$ cat src/rtl/jtframe_dwnld_prog.sv
// rtl/jtframe_dwnld_prog.sv - ioctl byte stream to paced SDRAM prog_* writes through a small FIFO
// Optional additive checksum of accepted bytes under `JTFRAME_DWNLD_CHKSUM_EN.
module jtframe_dwnld_prog #(
  parameter int WE_CYCLES  = 8,
  parameter int GAP_CYCLES = 2,
  parameter int FIFO_AW    = 2
) (
  input  logic        clk_sys,
  input  logic        rst_n,
  input  logic        downloading,
  input  logic [21:0] ioctl_addr,
  input  logic [7:0]  ioctl_data,
  input  logic        ioctl_wr,
  output logic [21:0] prog_addr,
  output logic [7:0]  prog_data,
  output logic [1:0]  prog_mask,
  output logic        prog_we,
  output logic        dwnld_busy,
  output logic        overflow,
  output logic [15:0] chksum
);

  localparam int DEPTH = 1 << FIFO_AW;
  localparam logic [1:0] ST_IDLE  = 2'd0;
  localparam logic [1:0] ST_WRITE = 2'd1;
  localparam logic [1:0] ST_GAP   = 2'd2;
  localparam logic [3:0] WE_LOAD  = 4'(WE_CYCLES - 1);
  localparam logic [3:0] GAP_LOAD = (GAP_CYCLES == 0) ? 4'd0 : 4'(GAP_CYCLES - 1);
  localparam logic [FIFO_AW:0] PTR_ONE = {{FIFO_AW{1'b0}}, 1'b1};

  // Entry layout: {byte address[21:0], data[7:0]}
  logic [29:0]        mem_q [DEPTH];
  logic [FIFO_AW:0]   wptr_q, rptr_q;
  logic [1:0]         state_q, state_d;
  logic [3:0]         cnt_q, cnt_d;
  logic [21:0]        addr_q, addr_d;
  logic [7:0]         data_q, data_d;
  logic [1:0]         mask_q, mask_d;
  logic               we_q, we_d;
  logic               ovf_q, ovf_d;
  logic               dl_q;
  logic               empty, full, pop, push, accept, rise;
  logic [29:0]        rd_entry;

  assign empty    = (wptr_q == rptr_q);
  assign full     = (wptr_q[FIFO_AW] != rptr_q[FIFO_AW]) &&
                    (wptr_q[FIFO_AW-1:0] == rptr_q[FIFO_AW-1:0]);
  assign pop      = (state_q == ST_IDLE) && !empty;
  assign push     = downloading && ioctl_wr;
  // A pop in the same cycle frees the slot a full FIFO needs
  assign accept   = push && (!full || pop);
  assign rise     = downloading && !dl_q;
  assign rd_entry = mem_q[rptr_q[FIFO_AW-1:0]];

  always_ff @(posedge clk_sys) begin
    if (accept) mem_q[wptr_q[FIFO_AW-1:0]] <= {ioctl_addr, ioctl_data};
  end

  always_comb begin
    state_d = state_q;
    cnt_d   = cnt_q;
    addr_d  = addr_q;
    data_d  = data_q;
    mask_d  = mask_q;
    we_d    = we_q;
    case (state_q)
      ST_IDLE: begin
        if (!empty) begin
          addr_d  = {1'b0, rd_entry[29:9]};
          data_d  = rd_entry[7:0];
          mask_d  = rd_entry[8] ? 2'b01 : 2'b10;
          we_d    = 1'b1;
          cnt_d   = WE_LOAD;
          state_d = ST_WRITE;
        end
      end
      ST_WRITE: begin
        if (cnt_q == 4'd0) begin
          we_d = 1'b0;
          if (GAP_CYCLES == 0) begin
            state_d = ST_IDLE;
          end else begin
            cnt_d   = GAP_LOAD;
            state_d = ST_GAP;
          end
        end else begin
          cnt_d = cnt_q - 4'd1;
        end
      end
      ST_GAP: begin
        if (cnt_q == 4'd0) state_d = ST_IDLE;
        else cnt_d = cnt_q - 4'd1;
      end
      default: state_d = ST_IDLE;
    endcase
  end

  always_comb begin
    ovf_d = rise ? 1'b0 : ovf_q;
    if (push && !accept) ovf_d = 1'b1;
  end

  always_ff @(posedge clk_sys) begin
    if (!rst_n) begin
      wptr_q  <= '0;
      rptr_q  <= '0;
      state_q <= ST_IDLE;
      cnt_q   <= 4'd0;
      addr_q  <= 22'd0;
      data_q  <= 8'd0;
      mask_q  <= 2'b00;
      we_q    <= 1'b0;
      ovf_q   <= 1'b0;
      dl_q    <= 1'b0;
    end else begin
      if (accept) wptr_q <= wptr_q + PTR_ONE;
      if (pop) rptr_q <= rptr_q + PTR_ONE;
      state_q <= state_d;
      cnt_q   <= cnt_d;
      addr_q  <= addr_d;
      data_q  <= data_d;
      mask_q  <= mask_d;
      we_q    <= we_d;
      ovf_q   <= ovf_d;
      dl_q    <= downloading;
    end
  end

`ifdef JTFRAME_DWNLD_CHKSUM_EN
  logic [15:0] chk_q, chk_d;

  always_comb begin
    chk_d = rise ? 16'd0 : chk_q;
    if (accept) chk_d = chk_d + {8'd0, ioctl_data};
  end

  always_ff @(posedge clk_sys) begin
    if (!rst_n) chk_q <= 16'd0;
    else chk_q <= chk_d;
  end

  assign chksum = chk_q;
`else
  assign chksum = 16'h0000;
`endif

  assign prog_addr  = addr_q;
  assign prog_data  = data_q;
  assign prog_mask  = mask_q;
  assign prog_we    = we_q;
  assign overflow   = ovf_q;
  assign dwnld_busy = downloading || !empty || (state_q != ST_IDLE);

endmodule
$ cat config.mk
export PLATFORM = sky130hd
export DESIGN_NAME = jtframe_dwnld_prog
export DESIGN_NICKNAME = d
export VERILOG_FILES = /design/src/rtl/jtframe_dwnld_prog.sv
export SDC_FILE = /design/constraint.sdc
export NUM_CORES = 1
export LEC_CHECK = 0
export ABC_CLOCK_PERIOD_IN_PS = 3210
export CAP_MARGIN = 25
export CORE_MARGIN = 2
export CORE_UTILIZATION = 30
export DETAILED_ROUTE_END_ITERATION = 8
export GPL_TIMING_DRIVEN = 0
export HOLD_SLACK_MARGIN = 0.1
export MAX_ROUTING_LAYER = met4
export PLACE_DENSITY = 0.51
export SKIP_CTS_REPAIR_TIMING = 1
export SKIP_LAST_GASP = 1
export SYNTH_ARGS = -nofsm -noshare
export SYNTH_HDL_FRONTEND = slang
export SYNTH_SLANG_ARGS = --single-unit
$ cat constraint.sdc
create_clock -name clk_sys -period 3.21 [get_ports clk_sys]
set_input_delay 0.4815 -clock clk_sys [delete_from_list [all_inputs] [get_ports clk_sys]]
set_output_delay 0.4815 -clock clk_sys [all_outputs]
set_load 0.1 [all_outputs]
# [Word level (Yosys, flattened, before mapping)]
# Memory sizes are Yosys's and may differ from the RTL's. A register that Yosys moved wholly into a read port is not among the register bits.
# Index checks and enable logic that the tools add are counted.
[totals] reg_bits=46 mem_bits_rw=120 inputBits=34 out_inout_bits=51 memories=1
[classes] addsub=3 n_eq_ne=9 mux=18 bitwise_logic=1 reduce_logical=23
[memory_table] name="mem_q" words=4 word_bits=30 read_ports=1 rd_ports_with_merged_regs=1 wr=1 line="32" rtl="logic [29:0] mem_q [DEPTH];"
[ops] op="2-bit 2-to-1 mux" count=6
[ops] op="4-bit 2-to-1 mux" count=3
[ops] op="4-bit case mux with 3 select lines" count=1
[ops] op="3-bit AND reduction" count=3
[ops] op="2-bit inequality test (second input constant)" count=4
[ops] op="3-bit by 1-bit adder with 3-bit output (second input constant)" count=2
[ops] op="1-bit logical AND" count=6
[ops] op="1-bit 2-to-1 mux" count=6
[ops] op="2-bit case mux with 3 select lines" count=1
[ops] op="2-bit nonzero test" count=3
[ops] op="1-bit logical NOT" count=4
[ops] op="4-bit logical NOT" count=1
[ops] op="4-bit by 1-bit subtractor with 4-bit output (second input constant)" count=1
[ops] op="3-bit == test" count=1
[ops] op="1-bit logical OR" count=3
[ops] op="3-bit nonzero test" count=1
[ops] op="2-bit by 1-bit == test with 1-bit output (second input constant)" count=1
[ops] op="2-bit == test" count=1
[ops] op="2-bit == test (second input constant)" count=1
[ops] op="2-bit logical NOT" count=1
[ops] op="1-bit case mux with 2 select lines" count=1
[ops] op="2-bit AND reduction" count=1
[ops] op="1-bit inequality test" count=1
[ops] op="1-bit inverter" count=1

# [Longest topological paths before layout]
# Gate-level depths: netlist of run 1.
[logic_depth] depth_word=8 depth_mapped=7 ltp_nobuf=6

# [Least setup slack after synthesis of run 1]
# Ideal clock, no wire load.
[synth_path] path_type="register to output" startpoint="register state_q[1]" endpoint="output port dwnld_busy" t_arrival_ns=1.838 t_required_ns=2.728 slack_ns=0.890 path_stages_with_launch=6 n_path_buf=0 path_cell_list="dfxtp_1 inv_1 ha_1 inv_1 nor4_1 nand2_1"
[synth_between] elab_chain_cells=2
[synth_rtl] element="from (decl)" line="34" rtl="logic [1:0] state_q, state_d;"
[synth_rtl] element="from (signal assigned)" line="118" rtl="state_q <= state_d;"
[synth_rtl] element="2-bit nonzero test" line="152" rtl="assign dwnld_busy = downloading || !empty || (state_q != ST_IDLE);"
[synth_rtl] element="1-bit logical OR" line="152"
[synth_rtl] element="to (decl)" line="18" rtl="output logic dwnld_busy,"
# Every way passes these cells.

# [Worst setup path in the final report of run 1]
[layout_path] startpoint="register state_q[0]" endpoint="output port dwnld_busy"
# Same word-level chain as after synthesis.

==> flow_metrics.tcl, run 1 <==
set metrics [dict create \
    synth_top_family_by_area "multiplexers" \
    worstPathCellList "inv_1 -> ha_1 -> inv_1 -> nor4_2 -> nand2_1 -> dlymetal6s2s_1" \
    rows 53 \
    io_buffers 66 \
    ctsLongestPathBuffers 2 \
    ir_drop_v 0.000384 \
    seq_area_frac_synth_pct 70.5 \
    die-area_sq_um 22800 \
    holdWs_ns 0.457 \
    drive_gt1_share_pct 17.7 \
    placedCellCount 779 \
    power_density_nw_per_um2 921 \
    hold_path_class "reg2reg" \
    cts_sinks 168 \
    arrival_ns 2.33 \
    fin_crit_ns 2.82 \
    timing.rr.start "state_q[0]$_SDFFE_PN0P_" \
    critPathKind "reg2out" \
    yosysTopAreaCellShare_pct 55.7 \
    whs_path_depth 2 \
    crit_path_top_delay_cell "nor4_2" \
    yosysTopAreaCell "edfxtp_1" \
    dp_hpwl_um 8910 \
    die_width_um 151 \
    finalCritPeriodShare_pct 87.7 \
    synth-warning-count 0 \
    postRouteWirelength_um 13500 \
    synth_xor_area_share_pct 1.08 \
    p_int_mw 4.56 \
    grt_pass1_wl_um 20500 \
    cp_data_required_time_ns 2.73 \
    synth_compound_area_share_pct 5.49 \
    cp_max_fo 5 \
    drc 0 \
    pre_cts_slack_ns 0.103 \
    ant_nets 0 \
    cts_buffers 17 \
    routedWlPerCell_um 16.6 \
    grt_pass1_vias 3717 \
    maxSlewViolCount 0 \
    final.setup.worst_slack_ns 0.395 \
    seq_area_sq_um 4560 \
    combPwrFrac_pct 38.0 \
    ff2ff_setup_slack_ns 0.80 \
    post_synth_mux_area_share_pct 10.6 \
    synth_edf_count 120 \
    fp.dieH_um 151 \
    synth.avg_cell_area_sq_um 15.5 \
    clk_latency_ns 0.42 \
    synth_cells 418 \
    synth_adder_area_share_pct 2.13 \
    fin_area_sq_um 8260 \
    skew_ns 0.0114 \
    yosys-top-cells-area "edfxtp_1, dfxtp_1, mux4_2, nand2_1, a21oi_1" \
    crit_top_cell "inv_1" \
    rsz0062_at_grt "no" \
    vias 3691 \
    cts_root_buf "clkbuf_16" \
    grt_antenna_before_repair 0 \
    clk_pin_slew_ns 0.06 \
    drtIter0Drc 197 \
    r2r_cells 6 \
    hp-start "prog_data[2]$_SDFFE_PN0P_" \
    worstSetupStartpointType "flip-flop" \
    fillers 1965 \
    end_kind "primary output" \
    stdcell_count 811 \
    core-area_sq_um 21100 \
    routed_via_density 4.55 \
    syn2layout_area_growth_pct 27.6 \
    cpPeakStageDelay_ns 0.51 \
    multi_input_area_sq_um 1740 \
    synth_seq_cells 168 \
    slew_headroom_pct 33.4 \
    status "completed" \
    fmax_mhz 355 \
    htree_levels 4 \
    switching_share_pct 40.0 \
    placed_cell_area_sq_um 7650 \
    finalSetupViolCount 0 \
    worstMarginPinSlew_ns 0.997 \
    grt.overflow.total 0 \
    synthFlopType "edfxtp_1" \
    finalHoldViolCount 0 \
    place.gp.congestion 0.709 \
    p_sw_mw 3.04 \
    timing.rr.end "mem_q[1][7]$_DFFE_PP_" \
    grt_usage_pct 12.8 \
    hold_end "prog_data[2]$_SDFFE_PN0P_" \
    grt_max_degree 19 \
    n_antenna_cell 0 \
    nets 568 \
    start_util_pct 30.7 \
    pin_count 85 \
    netlist-cell-type-count 43 \
    tritoncts "built" \
    clkPwrFrac_pct 26.7 \
    synthArstFlopShare_pct 0 \
    cellLeakagePower_nw 2.78 \
    drv_cap 0 \
    synth_area_sq_um 6470 \
    power_frac_seq_pct 35.3 \
    synthSimpleGateAreaFrac_pct 6.46 \
    drt-pass1-iter-count 4 \
]
-- routing by layer --
layer	vias to the layer above	wire length [um]	track usage (%)
met4	0	142	3.93
met2	89	6620	20.9
met3	10	551	3.46
met5	-	0	-
met1	1844	6180	15.6
li1	1748	-	-
-- state kept, by name (all words and copies together) (netlist names), named ones only --
register	cells
prog_addr	21
wptr_q	3
prog_mask	2
cnt_q	4
dl_q	1
state_q	2
rptr_q	3
prog_data	8
mem_q	120
prog_we	1
overflow	1
-- power groups by stage --
stage / clock network (mW) / logic [mW] / registers (mW)
final: 2.03 / 2.89 / 2.68
after global routing: 2.17 / 3.08 / 2.71
after CTS: 2.08 / 2.92 / 2.69
after detailed placement: 0 / 2.91 / 2.73
after global placement: 0 / 2.88 / 2.73
after floorplan: 0 / 1.21 / 3.70
-- critical path, delay by kind of cell (launching register included) --
kind	cells	cell delay [ns]
adders and majority gates	1	0.23
DFF	1	0.34
and+or+nand+nor	2	0.61
buffers and inverters	3	0.74
-- cell usage after synthesis (all sizes together), types with 3 or more instances --
| master | instances |
|---|---|
| clkbuf | 12 |
| xnor2 | 5 |
| xor2 | 3 |
| o21ai | 5 |
| ha | 11 |
| dfxtp | 48 |
| a21oi | 38 |
| inv | 10 |
| edfxtp | 120 |
| buf | 22 |
| mux4 | 30 |
| nand2 | 68 |
| and2 | 5 |
| nor2 | 7 |
-- worst max path at each step --
stage | from | endpoint | slack (ns)
4_1_cts | state_q[0]$_SDFFE_PN0P_ | dwnld_busy | -0.36
3_3_place_gp | downloading | wptr_q[2]$_SDFFE_PN0N_ | -0.29
2_1_floorplan | state_q[1]$_SDFFE_PN0P_ | dwnld_busy | 0.89
3_5_place_dp | state_q[1]$_SDFFE_PN0P_ | dwnld_busy | 0.10
6_report | state_q[0]$_SDFFE_PN0P_ | dwnld_busy | 0.39
5_1_grt | state_q[1]$_SDFFE_PN0P_ | dwnld_busy | 0.19
-- layout by cell type (no fill, tap or decap), types with 4 or more instances in the layout --
master           instances
edfxtp_1               120
nand2_1                 68
clkdlybuf4s50_1         65
dfxtp_1                 48
a21oi_1                 38
mux4_2                  30
buf_4                   17
conb_1                  17
clkbuf_16               17
clkbuf_1                12
ha_1                    11
inv_1                   10
nor2_1                   7
xnor2_1                  5
buf_2                    5
o21ai_0                  5
clkinv_4                 5
and2_2                   4
buf_16                   4
-- cell families after synthesis --
| logic type | after synthesis |
|---|---|
| flops | 168 |
| other cells | 1 |
| xor+xnor | 8 |
| buf+inv | 45 |
| fa+ha+maj | 11 |
| mux | 31 |
| compound gates | 59 |
| simple gates | 95 |
-- layout make-up --
cell class	instances	share of cell area [%]
Sequential cell	168	55.3
Multi-Input combinational cell	221	21.1
Timing Repair Buffer	70	9.36
Clock buffer	17	5.15
Tap cell	275	4.17
Buffer	34	2.39
Clock inverter	15	2.08
Inverter	11	0.500
-- per-stage QoR --
step	power, mW	TNS, ns	util, %
finish	7.60	0	39.2
global route	7.95	0	39.2
CTS	7.69	-0.360	39.1
detailed placement	5.65	0	36.3
global placement	5.61	-29.70	35.7
floorplan	4.91	0	-
Power figures use the tool's default switching activity.
==> inputs of run 2 (changes only) <==
--- a/config.mk
+++ b/config.mk
@@ -5,15 +5,15 @@
 export SDC_FILE = /design/constraint.sdc
 export NUM_CORES = 1
 export LEC_CHECK = 0
-export ABC_CLOCK_PERIOD_IN_PS = 3210
+export ABC_CLOCK_PERIOD_IN_PS = 3200
 export CAP_MARGIN = 25
 export CORE_MARGIN = 2
-export CORE_UTILIZATION = 30
+export CORE_UTILIZATION = 43
 export DETAILED_ROUTE_END_ITERATION = 8
 export GPL_TIMING_DRIVEN = 0
 export HOLD_SLACK_MARGIN = 0.1
 export MAX_ROUTING_LAYER = met4
-export PLACE_DENSITY = 0.51
+export PLACE_DENSITY = 0.67
 export SKIP_CTS_REPAIR_TIMING = 1
 export SKIP_LAST_GASP = 1
 export SYNTH_ARGS = -nofsm -noshare
==> constraint.sdc (replaced) <==
create_clock -name clk_sys -period 3.2 [get_ports clk_sys]
set_input_delay 0.48 -clock clk_sys [delete_from_list [all_inputs] [get_ports clk_sys]]
set_output_delay 0.48 -clock clk_sys [all_outputs]
set_load 0.1 [all_outputs]
==> flow_metrics.tcl, run 2 (synthesis gave the netlist of run 1 again) <==
set metrics [dict create \
    status "completed" \
    finalPower_mw 7.62 \
    r2r_cells 5 \
    fin_area_sq_um 8040 \
    stdcell_count 716 \
    crit_top_cell "inv_1" \
    rows 44 \
    largest_reg_flops 120 \
    cp_data_required_time_ns 2.72 \
    pin_count 85 \
    clk_latency_ns 0.42 \
    place.gp.congestion 0.814 \
    endpoint "dwnld_busy" \
    power_density_nw_per_um2 948 \
    die_width_um 127 \
    grt_usage_pct 17.1 \
    ant_nets 0 \
    cellLeakagePower_nw 2.74 \
    crit_path_top_delay_cell "nor4_2" \
    io_buffers 66 \
    skew_ns 0.00863 \
    ir_drop_v 0.000459 \
    nets 564 \
    finalSetupViolCount 0 \
    routed_via_density 5.11 \
    postRouteWirelength_um 12700 \
    startpoint "state_q[1]$_SDFFE_PN0P_" \
    grt.busiest_layer "met2" \
    n_antenna_cell 0 \
    placed_cell_area_sq_um 7430 \
    placedCellCount 684 \
    fmax_mhz 351 \
    core-area_sq_um 14600 \
    worst-path-stages 6 \
    die-area_sq_um 16100 \
    cp_max_fo 5 \
    finalCritPeriodShare_pct 89.0 \
    rsz0062_at_grt "no" \
    final_cell_mix "edfxtp_1, nand2_1, clkdlybuf4s50_1, dfxtp_1, a21oi_1" \
    tritoncts "built" \
    cpPeakStageDelay_ns 0.54 \
    finalHoldViolCount 0 \
    fin_crit_ns 2.85 \
    drive_gt1_share_pct 16.0 \
    grt_max_degree 32 \
    maxSlewViolCount 0 \
    vias 3660 \
    fp.dieH_um 127 \
    slew_headroom_pct 34.3 \
    grt.overflow.total 0 \
    worstSetupStartpointType "flip-flop" \
    use_met2_pct 27.7 \
    grtUsageMet1_pct 21.0 \
    dp_hpwl_um 8100 \
    cts_buffers 17 \
    holdWs_ns 0.453 \
    timing.rr.start "state_q[1]$_SDFFE_PN0P_" \
    worstPathCellList "inv_1 -> ha_1 -> inv_1 -> nor4_2 -> nand2_1 -> dlymetal6s2s_1" \
    end_kind "primary output" \
    worst-path-buf-inv 3 \
    ff2ff_setup_slack_ns 0.69 \
    grt_use_met3_pct 4.26 \
    drv_cap 0 \
    worstMarginPinSlew_ns 0.984 \
    clk_pin_slew_ns 0.06 \
    htree_levels 4 \
    cts_sinks 168 \
    grt_pass1_wl_um 19900 \
    utilization_pct 54.9 \
    grt_antenna_before_repair 0 \
    start_util_pct 44.2 \
    syn2layout_area_growth_pct 24.2 \
    hold_path_class "reg2reg" \
    ctsLongestPathBuffers 2 \
    mostFrequentLayoutCell "edfxtp_1" \
    critPathKind "reg2out" \
    grt_pass1_vias 3826 \
    cts_root_buf "clkbuf_16" \
    timing.rr.end "mem_q[3][11]$_DFFE_PP_" \
    worst_path_dominant_cell_family "buffers and inverters" \
    drtIter0Drc 304 \
    drt-pass1-iter-count 4 \
    drc 0 \
    arrival_ns 2.37 \
    routedWlPerCell_um 17.7 \
    hp-start "prog_addr[2]$_SDFFE_PN0P_" \
]
## run 2: cell count changes in the layout (fill, tap and decap cells not counted)
cell / delta
buf_16: -4
clkbuf_1: +6
clkbuf_16: +1
clkbuf_8: +3
clkinv_2: -1
clkinv_4: -4
clkinvlp_4: -2
inv_6: -1
inv_8: -2
## run 2: layout make-up
class / instances / area [sq um]
Buffer: 34 / 198
Clock buffer: 27 / 514
Clock inverter: 5 / 85.1
Fill cell: 1231 / 6610
Inverter: 11 / 41.3
Multi-Input combinational cell: 221 / 1740
Sequential cell: 168 / 4560
Tap cell: 184 / 230
Timing Repair Buffer: 66 / 663
## run 2: metal layers
metal,vias to the layer above,share of wire (%),routed length (um)
met5,-,0,0
li1,1736,-,-
met3,10,5.2,652
met1,1817,43,5510
met4,0,1.2,148
met2,97,50,6350
## run 2: how the worst min path moves through the flow
stage	end	slack [ns]	depth (start not counted)
floorplan	cnt_q[3]$_SDFFE_PN0P_	0.45	2
global placement	prog_addr[18]$_SDFFE_PN0P_	0.44	2
detailed placement	prog_addr[10]$_SDFFE_PN0P_	0.45	2
CTS	cnt_q[1]$_SDFFE_PN0P_	0.45	2
global route	prog_mask[1]$_SDFFE_PN0P_	0.48	2
finish	prog_addr[2]$_SDFFE_PN0P_	0.45	2
## run 2: where the power goes
group | switching (mW) | internal [mW] | leakage, nW
sequential | 0.126 | 2.56 | 1.48
clock | 0.779 | 1.26 | 0.288
combinational | 2.05 | 0.848 | 0.967
total | 2.95 | 4.67 | 2.74
## run 2: worst min-delay path, stage by stage, from the launching register on
cell     delay, ns
dfxtp_1       0.31
nand2_1       0.05
a21oi_1       0.05
## run 2: metrics by stage
step                      TNS, ns  setup slack [ns]
after floorplan                 0             0.882
after global placement     -26.54            -0.229
after detailed placement        0            0.0629
after CTS                  -0.402            -0.402
after global routing            0             0.164
final                           0             0.352
==> inputs of run 3 (changes only) <==
--- a/config.mk
+++ b/config.mk
@@ -14,6 +14,7 @@
 export HOLD_SLACK_MARGIN = 0.1
 export MAX_ROUTING_LAYER = met4
 export PLACE_DENSITY = 0.67
+export SETUP_SLACK_MARGIN = 0.15
 export SKIP_CTS_REPAIR_TIMING = 1
 export SKIP_LAST_GASP = 1
 export SYNTH_ARGS = -nofsm -noshare
==> results of run 3 <==
Same layout as run 2: the final DEF is identical, and so are final timing and power.
